File: src/rtl/pika_pkg.sv
// Shared constants and types for the pika volleyball datapath.
//
// Holds the screen, floor and net geometry, the sprite size, the vertical
// fixed-point format, and the player state enum. The player and ball blocks
// both import this package, so these values are defined only here.
package pika_pkg;

    // Screen / court geometry, in pixels
    localparam int SCREEN_W    = 320;
    localparam int PIKA_W      = 64;
    localparam int PIKA_H      = 64;
    localparam int FLOOR_Y     = 240;
    localparam int NET_LEFT_X  = 154;
    localparam int NET_RIGHT_X = 166;

    // Vertical position is 10.6 unsigned fixed point
    localparam int FRAC_W   = 6;
    localparam int POS_W    = 10;
    localparam int POS_FX_W = POS_W + FRAC_W;
    localparam int VEL_W    = 10;

    // Sprite top y when standing on the floor
    localparam int GROUND_Y = FLOOR_Y - PIKA_H;

    typedef enum logic [1:0] {
        GROUND = 2'd0,
        JUMP   = 2'd1,
        SMASH  = 2'd2
    } pika_state_e;

    // Clamp an 11-bit signed candidate x into [lo, hi] and return it as a
    // 10-bit pixel coordinate. lo and hi are always non-negative.
    function automatic logic [POS_W-1:0] clamp_x(
        input logic signed [POS_W:0] x,
        input logic signed [POS_W:0] lo,
        input logic signed [POS_W:0] hi
    );
        logic signed [POS_W:0] r;
        if (x < lo)
            r = lo;
        else if (x > hi)
            r = hi;
        else
            r = x;
        return r[POS_W-1:0];
    endfunction

endpackage

File: src/rtl/player_vert_integrator.sv
// Vertical kinematics for one player sprite.
//
// Owns the fixed-point y position and the signed vertical velocity. On each
// tick while airborne it adds velocity to position, then gravity to velocity,
// detecting landing (floor) and clamping at the ceiling. On the ground it
// holds the floor position and loads the launch velocity when asked.
//
// Ports:
//   clk, rst  - clock and synchronous active-high reset
//   clear     - return to floor, zero velocity (round restart)
//   tick      - frame tick; state only advances on this cycle
//   launch    - while on the ground, load the jump velocity this tick
//   active    - player is airborne (JUMP or SMASH)
//   pos_y     - integer part of the y position, pixels (registered)
//   landed    - combinational pulse: this tick's update reaches the floor
module player_vert_integrator
    import pika_pkg::*;
#(
    parameter int JUMP_VEL = -384,
    parameter int GRAVITY  = 16
) (
    input  logic             clk,
    input  logic             rst,
    input  logic             clear,
    input  logic             tick,
    input  logic             launch,
    input  logic             active,
    output logic [POS_W-1:0] pos_y,
    output logic             landed
);

    localparam logic [POS_FX_W-1:0]        GROUND_FX   = POS_FX_W'(GROUND_Y << FRAC_W);
    localparam logic signed [POS_FX_W:0]   GROUND_FX_S = (POS_FX_W+1)'(GROUND_Y << FRAC_W);
    localparam logic signed [VEL_W-1:0]    JUMP_VEL_S  = VEL_W'(JUMP_VEL);
    localparam logic signed [VEL_W-1:0]    GRAVITY_S   = VEL_W'(GRAVITY);

    logic [POS_FX_W-1:0]        pos_y_fx;
    logic signed [VEL_W-1:0]    vel_y;
    logic signed [POS_FX_W:0]   sum;

    // One extra bit so an upward move past the ceiling shows up as negative
    assign sum = $signed({1'b0, pos_y_fx})
               + $signed({{(POS_FX_W+1-VEL_W){vel_y[VEL_W-1]}}, vel_y});

    assign landed = tick && active && (sum >= GROUND_FX_S);
    assign pos_y  = pos_y_fx[POS_FX_W-1:FRAC_W];

    always_ff @(posedge clk) begin
        if (rst || clear) begin
            pos_y_fx <= GROUND_FX;
            vel_y    <= '0;
        end else if (tick) begin
            if (!active) begin
                // Motion starts on the tick after launch
                pos_y_fx <= GROUND_FX;
                vel_y    <= launch ? JUMP_VEL_S : '0;
            end else if (sum >= GROUND_FX_S) begin
                pos_y_fx <= GROUND_FX;
                vel_y    <= '0;
            end else if (sum < 0) begin
                pos_y_fx <= '0;
                vel_y    <= vel_y + GRAVITY_S;
            end else begin
                pos_y_fx <= sum[POS_FX_W-1:0];
                vel_y    <= vel_y + GRAVITY_S;
            end
        end
    end

endmodule

File: src/rtl/player_motion.sv
// Per-player kinematics: turns move/jump/smash controls into the sprite
// top-left position and the smash flag consumed by ball physics.
//
// Ports:
//   clk, rst        - clock and synchronous active-high reset
//   frame_tick      - one-cycle pulse; state advances only on these cycles
//   round_reset     - return to spawn on any cycle (priority over all else)
//   op_move_left/right, op_jump, op_smash - level controls
//   pos_x_o, pos_y_o - sprite left x / top y, pixels (registered)
//   is_smash        - smash window active (registered)
//   airborne        - player is not on the ground (registered)
module player_motion
    import pika_pkg::*;
#(
    parameter int SIDE         = 0,
    parameter int MOVE_SPEED   = 2,
    parameter int JUMP_VEL     = -384,
    parameter int GRAVITY      = 16,
    parameter int SMASH_FRAMES = 8
) (
    input  logic             clk,
    input  logic             rst,
    input  logic             frame_tick,
    input  logic             round_reset,
    input  logic             op_move_left,
    input  logic             op_move_right,
    input  logic             op_jump,
    input  logic             op_smash,
    output logic [POS_W-1:0] pos_x_o,
    output logic [POS_W-1:0] pos_y_o,
    output logic             is_smash,
    output logic             airborne
);

    localparam int X_MIN   = (SIDE == 0) ? 0  : NET_RIGHT_X;
    localparam int X_MAX   = (SIDE == 0) ? NET_LEFT_X - PIKA_W : SCREEN_W - PIKA_W;
    localparam int SPAWN_X = (SIDE == 0) ? 26 : 230;

    localparam logic signed [POS_W:0]   X_MIN_S = (POS_W+1)'(X_MIN);
    localparam logic signed [POS_W:0]   X_MAX_S = (POS_W+1)'(X_MAX);
    localparam logic signed [POS_W:0]   SPEED_S = (POS_W+1)'(MOVE_SPEED);
    localparam logic [POS_W-1:0]        SPAWN_X_U = POS_W'(SPAWN_X);
    localparam logic [3:0]              SMASH_LEN = 4'(SMASH_FRAMES);

    pika_state_e              state;
    logic [3:0]               smash_cnt;
    logic                     smash_used;
    logic                     landed;
    logic signed [POS_W:0]    x_step;
    logic [POS_W-1:0]         x_next;

    // Horizontal step at 11-bit signed width so moving left from 0 goes
    // negative instead of wrapping, then gets clamped
    always_comb begin
        x_step = $signed({1'b0, pos_x_o});
        if (op_move_left && !op_move_right)
            x_step = x_step - SPEED_S;
        else if (op_move_right && !op_move_left)
            x_step = x_step + SPEED_S;
        x_next = clamp_x(x_step, X_MIN_S, X_MAX_S);
    end

    player_vert_integrator #(
        .JUMP_VEL (JUMP_VEL),
        .GRAVITY  (GRAVITY)
    ) u_vert (
        .clk    (clk),
        .rst    (rst),
        .clear  (round_reset),
        .tick   (frame_tick),
        .launch (op_jump),
        .active (state != GROUND),
        .pos_y  (pos_y_o),
        .landed (landed)
    );

    always_ff @(posedge clk) begin
        if (rst || round_reset) begin
            state      <= GROUND;
            pos_x_o    <= SPAWN_X_U;
            smash_cnt  <= '0;
            smash_used <= 1'b0;
            is_smash   <= 1'b0;
            airborne   <= 1'b0;
        end else if (frame_tick) begin
            pos_x_o <= x_next;
            unique case (state)
                GROUND: begin
                    if (op_jump) begin
                        state      <= JUMP;
                        smash_used <= 1'b0;
                        airborne   <= 1'b1;
                    end
                end
                JUMP: begin
                    // Landing wins over a smash request on the same tick
                    if (landed) begin
                        state     <= GROUND;
                        airborne  <= 1'b0;
                        is_smash  <= 1'b0;
                        smash_cnt <= '0;
                    end else if (op_smash && !smash_used) begin
                        state      <= SMASH;
                        smash_used <= 1'b1;
                        smash_cnt  <= SMASH_LEN;
                        is_smash   <= 1'b1;
                    end
                end
                SMASH: begin
                    if (landed) begin
                        state     <= GROUND;
                        airborne  <= 1'b0;
                        is_smash  <= 1'b0;
                        smash_cnt <= '0;
                    end else begin
                        smash_cnt <= smash_cnt - 4'd1;
                        if (smash_cnt == 4'd1) begin
                            state    <= JUMP;
                            is_smash <= 1'b0;
                        end
                    end
                end
                default: begin
                    state <= GROUND;
                end
            endcase
        end
    end

endmodule

File: config.mk
export PLATFORM = sky130hd
export DESIGN_NAME = player_motion
export DESIGN_NICKNAME = d
export VERILOG_FILES = /design/src/rtl/pika_pkg.sv /design/src/rtl/player_vert_integrator.sv /design/src/rtl/player_motion.sv
export SDC_FILE = /design/constraint.sdc
export NUM_CORES = 1
export LEC_CHECK = 0
export CORE_MARGIN = 1
export CORE_UTILIZATION = 35
export CTS_BUF_LIST = sky130_fd_sc_hd__clkbuf_2
export DETAILED_ROUTE_END_ITERATION = 8
export MAX_ROUTING_LAYER = met4
export PLACE_DENSITY_LB_ADDON = 0.08
export SETUP_SLACK_MARGIN = 0.5
export SKIP_LAST_GASP = 1
export SYNTH_ARGS = -nofsm -noshare
export SYNTH_HDL_FRONTEND = slang
export SYNTH_HIERARCHICAL = 1
export SYNTH_SLANG_ARGS = --single-unit
export TNS_END_PERCENT = 1
File: constraint.sdc
create_clock -name clk -period 7.5 [get_ports clk]
set_clock_uncertainty 0.2 [all_clocks]
set_input_delay 1.875 -clock clk [delete_from_list [all_inputs] [get_ports clk]]
set_output_delay 1.875 -clock clk [all_outputs]
set_load 0.02 [all_outputs]
### Yosys cells after proc, flatten, opt, wreduce, memory -nomap -nowiden

Cells that the tools add are included.

* $add $sub $neg: 5
* $mul: 0
* divide/modulo/power cells: 0
* order comparisons: 4
* equal/unequal tests: 9
* shift operators: 0
* mux-type cells: 31
* bitwise operators: 0
* reductions and logical operators: 20

Operator list (number)
* 10-bit 2-to-1 mux: 5
* 16-bit 2-to-1 mux: 3
* 11-bit 2-to-1 mux: 2
* 17-bit by 10-bit adder with 17-bit output: 1
* 17-bit by 15-bit >= comparator with 1-bit output, second input constant: 1
* 17-bit by 1-bit less-than comparator with 1-bit output, second input constant: 1
* 4-bit 2-to-1 mux: 3
* 4-bit AND reduction: 3
* 10-bit by 2-bit adder with 11-bit output, second input constant: 1
* 11-bit by 8-bit > comparator with 1-bit output, second input constant: 1
* 11-bit by 1-bit less-than comparator with 1-bit output, second input constant: 1
* 10-bit by 2-bit subtractor with 11-bit output, second input constant: 1
* 10-bit by 6-bit adder with 10-bit output, second input constant: 1
* 2-bit 2-to-1 mux: 5
* 1-bit 2-to-1 mux: 8
* 4-bit case mux with 2 select lines: 1
* 2-bit nonzero test: 4
* 2-bit inequality test, second input constant: 3
* 3-bit inequality test, second input constant: 2
* 1-bit case mux with 2 select lines: 3
* 2-bit case mux with 3 select lines: 1
* 1-bit logical AND: 5
* 5-bit AND reduction: 1
* 4-bit by 1-bit equality test with 1-bit output, second input constant: 1
* other kinds (9): 11

* bits in registers: 45
* latch bits: 0
* bits in writable memories: 0
* ROM bits: 0
* input bits: 8
* output and inout bits: 22
* memories: 0

### Depth between registers and ports, before layout

Gate-level depths: netlist (run 1).

* depth in word-level cells: 7
* depth in mapped cells: 15

### By module

Netlist (run 1), hierarchy kept.

Modules (own cells, without submodules)
* player_vert_integrator: times used 1, cells each 151, area each 1360.1 um2, seq. area each 360.3 um2
* player_motion: times used 1, cells each 157, area each 1238.7 um2, seq. area each 360.3 um2

### Worst setup path after synthesis (run 1)

OpenSTA, ideal clock, no wires.

* path kind: reg2reg
* from: register u_vert.vel_y[9]
* to: register smash_cnt[2]
* setup time: 0.070 ns
* arrival time: 3.821 ns
* required time: 7.230 ns
* path slack: 3.410 ns
* cell stages (with the launch flop): 14
* path buffers: 0
* path through: dfxtp_1 > ha_1 > o21ai_0 > nor3_1 > or3_1 > o41a_4 > xnor2_4 > nand2_1 > nor3_1 > a21oi_1 > nand2_1 > o211ai_1 > or4_1 > a21oi_1

* longest elaborated chain between the ends: 5

Ends and longest elaborated chain
* start, declared: line player_vert_integrator.sv:38 `logic signed [VEL_W-1:0] vel_y;`
* start signal, assigned: line player_vert_integrator.sv:56 `vel_y <= launch ? JUMP_VEL_S : '0;`
* start signal, assigned: line player_vert_integrator.sv:62 `vel_y <= vel_y + GRAVITY_S;`
* start signal, assigned: line player_vert_integrator.sv:65 `vel_y <= vel_y + GRAVITY_S;`
* 17-bit by 10-bit adder with 17-bit output (*): line player_vert_integrator.sv:43 `+ $signed({{(POS_FX_W+1-VEL_W){vel_y[VEL_W-1]}}, vel_y});`
* 17-bit by 15-bit >= comparator with 1-bit output (*): line player_vert_integrator.sv:45 `assign landed = tick && active && (sum >= GROUND_FX_S);`
* 1-bit logical AND (*): line player_vert_integrator.sv:45
* via landed: line player_motion.sv:48 `logic landed;`
* 3-bit inequality test (no source line), or another cell as far along
* 3-bit AND reduction (no source line) or 4-bit case mux with 2 select lines (tied branches)
* end signal, assigned: line player_motion.sv:116 `smash_cnt <= smash_cnt - 4'd1;`
* end, declared: line player_motion.sv:46 `logic [3:0] smash_cnt;`

The timed path passes the listed nets; every way through them passes the cells marked *.
A chain may end at the register's enable or synchronous reset.

### Worst setup path after layout (run 1)

* from: register u_vert.vel_y[9]
* to: register state[1]

* longest elaborated chain between the ends: 5

Ends and longest elaborated chain
* 17-bit by 10-bit adder with 17-bit output (*): line player_vert_integrator.sv:43
* 17-bit by 15-bit >= comparator with 1-bit output (*): line player_vert_integrator.sv:45
* 1-bit logical AND (*): line player_vert_integrator.sv:45
* via landed: line player_motion.sv:48
* 3-bit inequality test (no source line), or another cell as far along
* 4-bit AND reduction (no source line) or 2-bit case mux with 3 select lines (tied branches)
* end signal, assigned: line player_motion.sv:79 `state <= GROUND;`
* end signal, assigned: line player_motion.sv:90 `state <= JUMP;`
* end signal, assigned: line player_motion.sv:98 `state <= GROUND;`
* end, declared: line player_motion.sv:45 `pika_state_e state;`

Marked as above.

==> impl_metrics.json, run 1 <==
{
  "status": "finished clean",
  "clock_latency_ns": 0.40,
  "final-hold-violation-count": 0,
  "dr.pass1.iters": 4,
  "final_area_mm2": 0.00291,
  "r2r_cells": 14,
  "drive_gt1_frac": 0.0706,
  "yosys_warnings": 6,
  "hp-class": "reg -> reg",
  "cp.depth": 14,
  "cp-start-kind": "register",
  "htreeDepth": 2,
  "diodes": 0,
  "power_density_mw_per_mm2": 113,
  "dieArea_mm2": 0.00777,
  "cts_tree": "built",
  "crit_fanout": 11,
  "layout_min_cycle_time_ns": 4.77,
  "rsz0062_at_grt": "false",
  "setup_violations": 0,
  "timing.fmax_ghz": 0.210,
  "r2r_slack_ns": 2.73,
  "syn-num-nets": 337,
  "cts.path.max_buffers": 2,
  "avgSynthCellArea_um2": 8.44,
  "r2r_start": "u_vert/vel_y[9]",
  "reg2reg_to": "state[1]",
  "drc_errors": 0,
  "path_buf_inv": 0,
  "holdPathEnd": "smash_used",
  "slew_violations": 0,
  "rows": 31,
  "io_pins": 30,
  "drt_iter0_markers": 97,
  "cts-root-buf": "clkbuf_2",
  "p_sw_mw": 0.0975,
  "clk_pin_slew_worst_paths_ns": 0.19,
  "min_from": "smash_used",
  "dpl_cell_area_mm2": 0.00287,
  "swShare": 0.297,
  "ys_seq_area_frac": 0.277,
  "cts.sink_count": 36,
  "core_mm2": 0.00721,
  "antenna_found_initial": 0,
  "cp_cell_sequence": "ha_1, o21ai_0, nor3_1, or3_1, o41a_4, xnor2_4, nand2_1, nor3_1, nand2b_1, a21oi_1, a211oi_1, nor2_1, a21oi_1, nor2_1",
  "syn_inst": 308,
  "period_share": 0.636,
  "drt-vias-per-instance": 5.20,
  "grt_max_degree": 16,
  "wl_per_cell_um": 13.6,
  "postRouteAntennaNets": 0,
  "worst_slew_pin_slew_ns": 0.899,
  "ir_worst_vdd_v": 0.0000567,
  "worstPathArrival_ns": 4.87,
  "post_cts_buffers": 0,
  "hpwl_um": 4310,
  "gr-total-overflow": 0,
  "die_h_um": 88.2,
  "p_seq_frac": 0.597,
  "cts_resized": 0,
  "slowest_stage": "dfxtp_1",
  "power.internal_mw": 0.231,
  "whs_path_depth": 2,
  "cpPeakStageDelay_ns": 0.77,
  "crit_path_end_kind": "register",
  "cap_viol_max_count": 0,
  "grt_pass1_vias": 1953,
  "crit_family": "simple AND/OR/NAND/NOR gates",
  "globalplace.congestion": 0.820,
  "area.growth.synth_to_final_pct": 12.0,
  "postCtsHoldBufs": 0,
  "cts_made_buffers": 5,
  "die_w_um": 88.2,
  "grt_first_pass_wirelength_um": 9390,
  "p_leak_nw": 1.15,
  "synth_edf_count": 0,
  "relSlewSlack": 0.398,
  "grt_usage": 0.159,
  "critical_path_class": "reg -> reg",
  "ys_ff_latch": 36,
  "combPwrFrac": 0.126,
  "vias": 2212,
  "place.port_buffers": 28,
  "finalSetupTns_ns": 0,
  "power_frac_clock": 0.277,
  "netlist_area_mm2": 0.00260,
  "crit_required_ns": 7.60,
  "synth_cell_types": 64,
  "initial_utilization": 0.360,
  "ys.flop_type": "dfxtp_1",
  "layout.nets": 354,
  "synthArstFlopShare": 0,
  "routed_wl_um": 5790
}
[routing by layer]
layer,GRT usage,wire (um)
met1,0.219,3130
met3,0.0320,142
met4,0.0396,63
met5,-,0
met2,0.238,2460
[worst max path at each step]
stage	startpoint	to
finish	u_vert/vel_y[9]	state[1]
global route	u_vert/vel_y[9]	smash_cnt[2]
CTS	u_vert/vel_y[9]	smash_cnt[2]
detailed placement	frame_tick	smash_cnt[2]
global placement	frame_tick	smash_cnt[2]
floorplan	u_vert/vel_y[9]	smash_cnt[2]
[kinds of logic after synthesis]
family	synth area share
and+or+nand+nor	0.226
AOI/OAI and AO/OA	0.246
DFF	0.277
buffers and inverters	0.0732
adders and majority gates	0.101
xor gates and xnor gates	0.0708
other	0.00144
muxes	0.00433
[stage by stage]
step | util | setup WS (ns) | power [mW] | std cells | hold slack [ns]
2_1_floorplan | - | 3.41 | 0.229 | 308 | 0.256
3_3_place_gp | 0.398 | 2.66 | 0.242 | 417 | 0.271
3_5_place_dp | 0.398 | 2.58 | 0.241 | 417 | 0.283
4_1_cts | 0.404 | 2.73 | 0.335 | 425 | 0.311
5_1_grt | 0.404 | 2.38 | 0.344 | 425 | 0.323
6_report | 0.404 | 2.73 | 0.329 | 425 | 0.313
[cell usage after synthesis (all sizes together), types with 3 or more instances]
cell,count,area share
a211o,3,0.010
a211oi,3,0.013
a21o,3,0.0087
a21oi,31,0.061
a22o,7,0.024
a41o,3,0.012
and3,7,0.017
buf,16,0.047
dfxtp,36,0.28
ha,21,0.10
inv,16,0.023
nand2,14,0.020
nand2b,7,0.017
nand3,10,0.019
nor2,29,0.042
nor3,11,0.026
nor3b,5,0.018
nor4,3,0.0072
o211ai,6,0.019
o21ai,13,0.025
or2,3,0.0072
or3,5,0.012
xnor2,10,0.041
xor2,8,0.030
[area by class of cell]
| cell class | count | area, um2 |
|---|---|---|
| clock inverter | 3 | 13.8 |
| timing repair buffer | 28 | 280 |
| multi-input combinational | 238 | 1690 |
| inverter | 16 | 60.1 |
| tap | 99 | 124 |
| clock buffer | 5 | 25.0 |
| fill | 769 | 4300 |
| sequential | 36 | 721 |
[cells in the final DEF, fill, tap and decap left out, drive strengths merged, types with 3 or more instances in the layout]
cell | Yosys | routed
a41o | 3 | 3
clkinv | 0 | 3
o211ai | 6 | 6
inv | 16 | 16
a211oi | 3 | 3
nor3b | 5 | 5
nand2b | 7 | 7
xnor2 | 10 | 10
clkdlybuf4s50 | 0 | 28
o21ai | 13 | 13
and3 | 7 | 7
or2 | 3 | 3
or3 | 5 | 5
a21oi | 31 | 31
nor4 | 3 | 3
nor3 | 11 | 11
dfxtp | 36 | 36
ha | 21 | 21
nor2 | 29 | 29
nand3 | 10 | 10
a211o | 3 | 3
clkbuf | 2 | 5
a21o | 3 | 3
xor2 | 8 | 8
nand2 | 14 | 14
a22o | 7 | 7
[worst min-delay path, delay by kind of cell (launching register included)]
kind           cells  cell delay [ns]
AO/OA/AOI/OAI      2             0.13
flip-flops         1             0.36
[flip-flops by register name, summed over array words and instances, names as in the netlist]
register / flops
u_vert/pos_y_fx: 12
pos_x_o: 9
u_vert/vel_y: 6
smash_cnt: 4
state: 2
airborne: 1
is_smash: 1
smash_used: 1
[power by group through the flow]
stage | logic, mW | registers [mW] | clock network, mW
final | 0.0416 | 0.196 | 0.0910
after CTS | 0.0414 | 0.196 | 0.0976
after global routing | 0.0465 | 0.197 | 0.101
after floorplan | 0.0291 | 0.200 | 0
after detailed placement | 0.0411 | 0.200 | 0
after global placement | 0.0417 | 0.200 | 0
No activity file was read; power rests on OpenSTA's default activity.
==> inputs of run 2 (changes only) <==
==> constraint.sdc (replaced) <==
create_clock -name clk -period 3.9 [get_ports clk]
set_clock_uncertainty 0.2 [all_clocks]
set_input_delay 0.975 -clock clk [delete_from_list [all_inputs] [get_ports clk]]
set_output_delay 0.975 -clock clk [all_outputs]
set_load 0.02 [all_outputs]
==> run 2 against run 1 <==
Effect of this change: sequential share of layout area decreased by 2.8 points; utilization increased by 6.8 points; clock-buffer cell count is 1 higher; critical endpoint is now smash_cnt[2]; first-iteration DRC count fell by 11%; combinational power rose by 150%; worst setup slack lost 2.3 ns; critical path depth grew 1; register-to-register slack got worse by 2.3 ns; cell count grew 7.1%.
==> impl_metrics.json, run 2 (synthesized netlist as in run 1, its figures left out) <==
{
  "dp.cells": 425,
  "vias": 2397,
  "cts_tree": "built",
  "startpoint": "u_vert/vel_y[9]",
  "status": "finished clean",
  "critical_path_class": "reg -> reg",
  "htreeDepth": 2,
  "cts.sink_count": 36,
  "fin_util": 0.472,
  "clk_pin_slew_worst_paths_ns": 0.20,
  "area.growth.synth_to_final_pct": 31.0,
  "core_mm2": 0.00721,
  "hp-class": "reg -> reg",
  "power_density_mw_per_mm2": 212,
  "final-hold-violation-count": 0,
  "reg_top3": "u_vert/pos_y_fx x12, pos_x_o x9, u_vert/vel_y x6",
  "drc_errors": 0,
  "cts_made_buffers": 5,
  "dieArea_mm2": 0.00777,
  "grt_max_degree": 15,
  "crit_path_end_kind": "register",
  "antenna_found_initial": 0,
  "p_leak_nw": 1.33,
  "rsz0062_at_grt": "true",
  "dp_slack_ns": 0.255,
  "finalPower_mw": 0.720,
  "fin_ws_ns": 0.451,
  "multi_input_area_mm2": 0.00190,
  "dr.pass1.iters": 4,
  "globalplace.congestion": 0.801,
  "diodes": 0,
  "r2r_start": "u_vert/vel_y[9]",
  "place.port_buffers": 28,
  "dpl_cell_area_mm2": 0.00295,
  "drt-vias-per-instance": 5.27,
  "rows": 31,
  "hpwl_um": 4310,
  "grt_first_pass_wirelength_um": 10800,
  "slowest_stage": "or4_4",
  "gr-total-overflow": 0,
  "largest_register_ffs": 12,
  "layout.nets": 384,
  "seq_area_um2": 747,
  "clock_latency_ns": 0.39,
  "die_w_um": 88.2,
  "final_cell_mix": "buf_4 (30), nor2_1 (29), clkdlybuf4s50_1 (28)",
  "cap_viol_max_count": 0,
  "grt_pass1_vias": 2219,
  "r2r_cells": 15,
  "crit_required_ns": 4.05,
  "r2r_slack_ns": 0.45,
  "grt_usage": 0.183,
  "layout_min_cycle_time_ns": 3.45,
  "slew_violations": 0,
  "min_from": "is_smash",
  "cpPeakStageDelay_ns": 0.54,
  "worstPathArrival_ns": 3.60,
  "postCtsHoldBufs": 0,
  "fillers": 723,
  "finalSetupTns_ns": 0,
  "timing.fmax_ghz": 0.290,
  "cts-root-buf": "clkbuf_2",
  "final_cells": 455,
  "setup_violations": 0,
  "wl_per_cell_um": 14.2,
  "whs_ns": 0.307,
  "largest-register": "u_vert/pos_y_fx",
  "drive_gt1_frac": 0.256,
  "cp_cell_sequence": "buf_4, ha_4, nand3_2, nor3_2, or3_4, buf_4, a41o_1, o221ai_2, nand2_2, nor3_4, a21oi_2, nand2_1, o211ai_1, or4_4, a21oi_2",
  "cp-start-kind": "register",
  "whs_path_depth": 2,
  "ir_worst_vdd_v": 0.000148,
  "final_area_mm2": 0.00340,
  "drt_iter0_markers": 86,
  "crit_fanout": 9,
  "initial_utilization": 0.360,
  "final_common_cell": "buf_4",
  "io_pins": 30,
  "cts.path.max_buffers": 2,
  "die_h_um": 88.2,
  "routed_wl_um": 6480,
  "period_share": 0.884,
  "postRouteAntennaNets": 0
}
-- run 2: cell types whose count changed in the layout (fill, tap and decap cells not counted), moves of 3 or more --
cell,delta
dfxtp_2,+6
ha_4,+7
dfxtp_1,-11
dfxtp_4,+5
a21oi_2,+3
ha_1,-10
ha_2,+3
a21oi_1,-3
buf_4,+30
nor3_1,-3
-- run 2: final cells by class --
type,count,share of cell area
Tap cell,99,0.0364
Clock buffer,6,0.00882
Clock inverter,2,0.0103
Sequential cell,36,0.219
Inverter,16,0.0176
Timing Repair Buffer,58,0.149
Multi-Input combinational cell,238,0.559
-- run 2: metal layers --
layer,up-vias,wire [um],track usage,share of wire
met5,-,0,-,0
met4,0,112,0.0587,0.017
met3,13,232,0.0330,0.036
met2,54,2820,0.279,0.44
met1,1114,3310,0.243,0.51
li1,1216,-,-,-
-- run 2: path summary, 6_finish.rpt --
check / to
worst min-delay path: is_smash
worst max register to register: smash_cnt[2]
worst max-delay path: smash_cnt[2]
worst min register to register: is_smash
-- run 2: what timing repair did --
item | 4_1_cts | 5_1_grt
gates resized for setup | 39 | 8
setup buffers | 17 | 5
pin swaps | 8 | 13
setup endpoints to repair | 7 | 8
hold endpoints to repair | 0 | 0
-- run 2: report_power, final --
| part | switching [mW] | internal [mW] | leakage [nW] |
|---|---|---|---|
| sequential | 0.00462 | 0.368 | 0.298 |
| combinational | 0.0558 | 0.0469 | 0.990 |
| clock | 0.134 | 0.110 | 0.0430 |
| total | 0.194 | 0.526 | 1.33 |
-- run 2: critical path, delay by kind of cell (launching register included) --
family / cells / cell delay, ns
and+or+nand+nor: 7 / 1.50
AOI/OAI and AO/OA: 5 / 0.76
DFF: 1 / 0.41
buffers and inverters: 2 / 0.28
adders and majority gates: 1 / 0.26
==> inputs of run 3 (changes only) <==
--- a/config.mk
+++ b/config.mk
@@ -8,6 +8,7 @@
 export CORE_MARGIN = 1
 export CORE_UTILIZATION = 35
 export CTS_BUF_LIST = sky130_fd_sc_hd__clkbuf_2
+export CTS_CLUSTER_DIAMETER = 80
 export DETAILED_ROUTE_END_ITERATION = 8
 export MAX_ROUTING_LAYER = met4
 export PLACE_DENSITY_LB_ADDON = 0.08
==> results of run 3 <==
The final DEF is identical to that of run 2; final timing and power are the same.
